--- config.mk ---
export PLATFORM = sky130hd
export DESIGN_NAME = pe_mac_sequencer
export DESIGN_NICKNAME = d
export VERILOG_FILES = /design/src/rtl/pe_mac_sequencer.sv
export SDC_FILE = /design/constraint.sdc
export NUM_CORES = 1
export LEC_CHECK = 0
export BUFFER_PORTS_ARGS = -buffer_cell sky130_fd_sc_hd__buf_2
export CELL_PAD_IN_SITES_DETAIL_PLACEMENT = 1
export CELL_PAD_IN_SITES_GLOBAL_PLACEMENT = 2
export CORE_ASPECT_RATIO = 0.75
export CORE_MARGIN = 1
export CORE_UTILIZATION = 30
export CTS_CLUSTER_DIAMETER = 200
export CTS_CLUSTER_SIZE = 30
export DETAILED_ROUTE_END_ITERATION = 16
export PLACE_DENSITY_LB_ADDON = 0.1
export RECOVER_POWER = 50
export SLEW_MARGIN = 20
export SYNTH_ARGS = -nofsm -noshare
export SYNTH_HDL_FRONTEND = slang
export SYNTH_SLANG_ARGS = --single-unit
--- constraint.sdc ---
create_clock -name clk -period 4.1 [get_ports clk]
set_input_delay 1.23 -clock clk [delete_from_list [all_inputs] [get_ports clk]]
set_output_delay 1.23 -clock clk [all_outputs]
set_load 0.05 [all_outputs]
--- src/rtl/pe_mac_sequencer.sv ---
// rtl/pe_mac_sequencer.sv - sequences one FP16 MAC PE through a K-element dot product
module pe_mac_sequencer #(
  parameter int ADDR_W = 10,
  parameter int LEN_W  = 8
) (
  input  logic              clk,
  input  logic              rst,
  input  logic              i_start,
  input  logic [LEN_W-1:0]  i_len,
  input  logic [ADDR_W-1:0] i_wbase,
  input  logic [ADDR_W-1:0] i_ibase,
  input  logic [15:0]       i_bias,
  input  logic [15:0]       i_pe_result,
  output logic              o_rd_en,
  output logic [ADDR_W-1:0] o_waddr,
  output logic [ADDR_W-1:0] o_iaddr,
  output logic              o_pe_accum,
  output logic [15:0]       o_pe_psum,
  output logic              o_busy,
  output logic              o_done,
  output logic [15:0]       o_result
);

  typedef enum logic [1:0] {
    S_IDLE  = 2'd0,
    S_RUN   = 2'd1,
    S_DRAIN = 2'd2,
    S_DONE  = 2'd3
  } state_t;

  // Three drain cycles cover the SRAM latency plus the two-stage PE pipeline.
  localparam logic [LEN_W-1:0] DRAIN_LAST = LEN_W'(2);

  state_t            state_q, state_d;
  logic [LEN_W-1:0]  cnt_q, cnt_d;
  logic [LEN_W-1:0]  len_q, len_d;
  logic              rd_en_q, rd_en_d;
  logic [ADDR_W-1:0] waddr_q, waddr_d;
  logic [ADDR_W-1:0] iaddr_q, iaddr_d;
  logic              accum_q, accum_d;
  logic [15:0]       psum_q, psum_d;
  logic              busy_q, busy_d;
  logic              done_q, done_d;
  logic [15:0]       result_q, result_d;

  // Next-state and next-output computation; every output is registered so it
  // lines up with the cycle the SRAM data reaches the PE.
  always_comb begin
    state_d  = state_q;
    cnt_d    = cnt_q;
    len_d    = len_q;
    rd_en_d  = rd_en_q;
    waddr_d  = waddr_q;
    iaddr_d  = iaddr_q;
    accum_d  = accum_q;
    psum_d   = psum_q;
    busy_d   = busy_q;
    done_d   = 1'b0;
    result_d = result_q;
    case (state_q)
      S_IDLE: begin
        if (i_start && (i_len != '0)) begin
          state_d = S_RUN;
          len_d   = i_len;
          cnt_d   = '0;
          rd_en_d = 1'b1;
          waddr_d = i_wbase;
          iaddr_d = i_ibase;
          psum_d  = i_bias;
          accum_d = 1'b0;
          busy_d  = 1'b1;
        end
      end
      S_RUN: begin
        // Element cnt_q reaches the PE next cycle; only element 0 takes the bias.
        accum_d = (cnt_q != '0);
        if (cnt_q == len_q - LEN_W'(1)) begin
          state_d = S_DRAIN;
          cnt_d   = '0;
          rd_en_d = 1'b0;
          waddr_d = '0;
          iaddr_d = '0;
        end else begin
          cnt_d   = cnt_q + LEN_W'(1);
          waddr_d = waddr_q + ADDR_W'(1);
          iaddr_d = iaddr_q + ADDR_W'(1);
        end
      end
      S_DRAIN: begin
        accum_d = 1'b0;
        if (cnt_q == DRAIN_LAST) begin
          // The PE result is valid only in this cycle, so capture it now.
          state_d  = S_DONE;
          cnt_d    = '0;
          result_d = i_pe_result;
          done_d   = 1'b1;
        end else begin
          cnt_d = cnt_q + LEN_W'(1);
        end
      end
      S_DONE: begin
        state_d = S_IDLE;
        busy_d  = 1'b0;
        psum_d  = '0;
        len_d   = '0;
      end
      default: state_d = S_IDLE;
    endcase
  end

  // State and output registers with asynchronous clear.
  always_ff @(posedge clk or negedge rst) begin
    if (!rst) begin
      state_q  <= S_IDLE;
      cnt_q    <= '0;
      len_q    <= '0;
      rd_en_q  <= 1'b0;
      waddr_q  <= '0;
      iaddr_q  <= '0;
      accum_q  <= 1'b0;
      psum_q   <= '0;
      busy_q   <= 1'b0;
      done_q   <= 1'b0;
      result_q <= '0;
    end else begin
      state_q  <= state_d;
      cnt_q    <= cnt_d;
      len_q    <= len_d;
      rd_en_q  <= rd_en_d;
      waddr_q  <= waddr_d;
      iaddr_q  <= iaddr_d;
      accum_q  <= accum_d;
      psum_q   <= psum_d;
      busy_q   <= busy_d;
      done_q   <= done_d;
      result_q <= result_d;
    end
  end

  assign o_rd_en    = rd_en_q;
  assign o_waddr    = waddr_q;
  assign o_iaddr    = iaddr_q;
  assign o_pe_accum = accum_q;
  assign o_pe_psum  = psum_q;
  assign o_busy     = busy_q;
  assign o_done     = done_q;
  assign o_result   = result_q;

endmodule

==> flow_summary.yaml <==
clocking:
  cts_tree: "built"
  cts_max_level: 3
  cts_num_sinks: 74
  postCtsResizedCells: 0
  clockBufferDepth: 2
  clkTransAtPathRegs_ns: 0.06
  post-cts-setup-buffers: 0
  clockRootBuffer: "clkbuf_16"
  clock_latency_ns: 0.33
  cts_made_buffers: 9
  ctsHoldBuffers: 0
cells_and_area:
  final_net_count: 572
  area_delta_synth_final_pct: 27.8
  fin_cells: 665
  utilization_pct: 40.3
  n_fill_cell: 1396
  drive_gt1_share_pct: 23.5
  num_antenna_cells: 0
synthesis:
  ys.flop_type: "dfrtp_1"
  netlist_area_um2: 3740
  yosys-top-cells-area: "dfrtp_1 50%, a22o_1 8.0%, nand2_1 7.5%, ha_1 3.3%, and3_1 2.3%"
  synth_top_area_cell: "dfrtp_1"
  yosysWarnings: 0
  syn_inst: 385
  yosysSeqAreaShare_pct: 49.5
  synth.top_cell.area_share_pct: 49.5
  synth_edf_count: 0
  synth_nets: 458
  synth_cell_types: 55
  synth_area_per_cell_um2: 9.71
  ys_ff_latch: 74
  async_flop_share_pct: 100
critical_path:
  r2r-end: "cnt_q[2]$_DFFE_PN0P_"
  crit_path_cell_trace: "inv_1, ha_1, or3b_1, or4_1, a2111o_1, o31a_1, o21ai_1, o311ai_0"
  critical_path.endpoint_type: "flop"
  r2r.worst_path.cells: 8
  ff2ff_setup_slack_ns: 0.68
  crit_fanout: 17
  rr_startpoint: "len_q[0]$_DFFE_PN0P_"
  critPathMaxStageDelay_ns: 0.57
  start_kind: "flop"
  worstPathArrival_ns: 3.60
  path_class: "reg -> reg"
  required_ns: 4.28
  cp_slowest_cell: "o31a_1"
drt:
  detail_route.iter0.violations: 149
  drc: 0
  dr.pass1.iters: 4
  wl_per_cell_um: 16.0
  antenna_left: 0
  avgViaCountPerCell: 5.13
  vias: 3414
  drt-total-wl_um: 10700
floorplan:
  row_count: 34
  num_io_pins: 119
  coreArea_um2: 11900
  fp.dieW_um: 131
  start_util_pct: 31.5
  die-height_um: 98.7
  die_area_um2: 12900
place:
  port_buffers: 118
  place_inst: 650
  dp_hpwl_um: 7490
  gp_congestion: 0.708
  pre_cts_slack_ns: 0.714
timing:
  hold_viol: 0
  setup_viol: 0
  finalCritPeriodShare_pct: 83.3
  min_period_ns: 3.42
  timing.fmax_mhz: 293
  fin_ws_ns: 0.683
  finalSetupTns_ns: 0
  fin_worst_skew_ns: 0.00656
  tightestPinTransition_ns: 1.92
  slew_viol_final: 75
  slew_headroom_pct: -28.2
  rsz0062_at_grt: "no"
power:
  powerDensity_nw_per_um2: 956
  sw_frac_of_total_pct: 50.0
  p_int_w: 0.00229
  pwr-share-comb_pct: 53.5
  ir_drop_v: 0.000349
  p_leak_nw: 2.28
  switching_power_w: 0.00228
  p_seq_share_pct: 28.5
  p_clk_share_pct: 18.0
outcome:
  failed_checks: "capacitance limit, slew limit"
  status: "complete, but fails checks"
global_routing:
  antenna_found_initial: 0
  grt_pass1_vias: 3450
  grt_overflow: 0
  grtUsageTotal_pct: 18.2
  grt_max_degree: 75
  grt_pass1_wl_um: 18200
min_path:
  min_from: "o_busy$_DFFE_PN0P_"
  whs_endpoint: "o_busy$_DFFE_PN0P_"
  hp-class: "reg -> reg"
  whs_path_depth: 1
run:
  cap_violations: 1
flip-flops by register name, summed over array words and instances, names as in the netlist:
name        count
o_result       16
o_rd_en         1
o_busy          1
o_waddr        10
o_done          1
len_q           8
o_pe_accum      1
o_iaddr        10
cnt_q           8
o_pe_psum      16
state_q         2
cell usage after synthesis (2+ instances only):
cell	instances
xnor2_1	7
o2111ai_1	2
a2bb2oi_1	2
nor4_1	4
nor3_1	5
clkbuf_1	17
or2_2	2
o21bai_1	2
a21oi_1	13
a211o_1	6
a22o_1	34
and3_1	14
or4_1	3
nand3_1	9
nor2_1	12
o21ai_0	14
or3_1	8
o31ai_1	2
a21o_1	3
o41ai_1	3
inv_1	18
a32o_1	8
nand2_1	75
nand2b_1	2
buf_1	2
ha_1	10
o211ai_1	6
dfrtp_1	74
buf_2	2
worst max-delay path, delay by kind of cell (launching register included):
family | cells | cell delay [ns]
compound gates | 4 | 1.78
fa+ha+maj | 1 | 0.18
buf+inv | 1 | 0.08
flops | 1 | 0.42
simple gates | 2 | 0.81
cell usage in the layout (no fill, tap or decap), types with 3 or more instances in the layout:
| master | instances |
|---|---|
| nor2_1 | 12 |
| o21ai_0 | 13 |
| or3_1 | 8 |
| nor3_1 | 5 |
| a32o_1 | 8 |
| ha_1 | 10 |
| a211o_1 | 6 |
| or4_1 | 3 |
| buf_4 | 7 |
| buf_2 | 89 |
| nand2_1 | 75 |
| xnor2_1 | 7 |
| nor4_1 | 4 |
| and3_1 | 14 |
| clkbuf_1 | 31 |
| o211ai_1 | 6 |
| o41ai_1 | 3 |
| a22o_1 | 34 |
| a21oi_1 | 13 |
| nand3_1 | 9 |
| clkbuf_16 | 9 |
| dfrtp_1 | 74 |
| inv_1 | 18 |
| a21o_1 | 3 |
final cells by class:
cell class | instances | area [um2] | area share [%]
Clock inverter | 3 | 65.1 | 1.36
Sequential cell | 74 | 1850 | 38.7
Inverter | 19 | 71.3 | 1.49
Multi-Input combinational cell | 270 | 1740 | 36.5
Timing Repair Buffer | 125 | 608 | 12.7
Tap cell | 162 | 203 | 4.24
Clock buffer | 12 | 236 | 4.95
metrics by stage:
step / hold slack (ns) / instance area [um2] / power, W
after CTS: 0.483 / 4810 / 0.00465
final: 0.480 / 4780 / 0.00457
after global routing: 0.504 / 4780 / 0.00489
after global placement: 0.454 / 4510 / 0.00375
after detailed placement: 0.465 / 4510 / 0.00380
after floorplan: 0.512 / 3740 / 0.00312
power by group through the flow:
| stage | clock (W) | combinational [W] | sequential (W) |
|---|---|---|---|
| floorplan | 0 | 0.00105 | 0.00207 |
| global placement | 0 | 0.00245 | 0.00130 |
| detailed placement | 0 | 0.00249 | 0.00131 |
| CTS | 0.000847 | 0.00250 | 0.00130 |
| global route | 0.000880 | 0.00266 | 0.00136 |
| finish | 0.000822 | 0.00244 | 0.00130 |
how the worst max path moves through the flow:
| stage | start | to | slack [ns] | depth (start not counted) |
|---|---|---|---|---|
| 2_1_floorplan | len_q[0]$_DFFE_PN0P_ | state_q[1]$_DFFE_PN0P_ | 1.12 | 8 |
| 4_1_cts | len_q[0]$_DFFE_PN0P_ | cnt_q[2]$_DFFE_PN0P_ | 0.68 | 8 |
| 6_report | len_q[0]$_DFFE_PN0P_ | cnt_q[2]$_DFFE_PN0P_ | 0.68 | 8 |
| 3_3_place_gp | len_q[0]$_DFFE_PN0P_ | cnt_q[2]$_DFFE_PN0P_ | 0.78 | 8 |
| 3_5_place_dp | len_q[0]$_DFFE_PN0P_ | cnt_q[2]$_DFFE_PN0P_ | 0.71 | 8 |
| 5_1_grt | len_q[0]$_DFFE_PN0P_ | cnt_q[2]$_DFFE_PN0P_ | 0.49 | 8 |
per-layer routing:
layer  part of all wire [%]  track usage [%]  wire [um]
met1                     48             25.3       5160
met2                     45             27.7       4800
met3                    5.6             4.78        596
met4                    1.0             5.04        109
met5                      0                0          0
cells by family (layout without fill, tap and decap cells):
family          Yosys count  count (layout)  synth area share, %
flops                    74              74                 49.5
fa+ha+maj                10              10                 3.35
mux                       2               2                0.669
xor+xnor                  8               8                 1.87
buf+inv                  41             159                 4.38
simple gates            141             141                 17.8
compound gates          109             109                 22.4
Note: power is estimated with default switching activity, not from simulation.
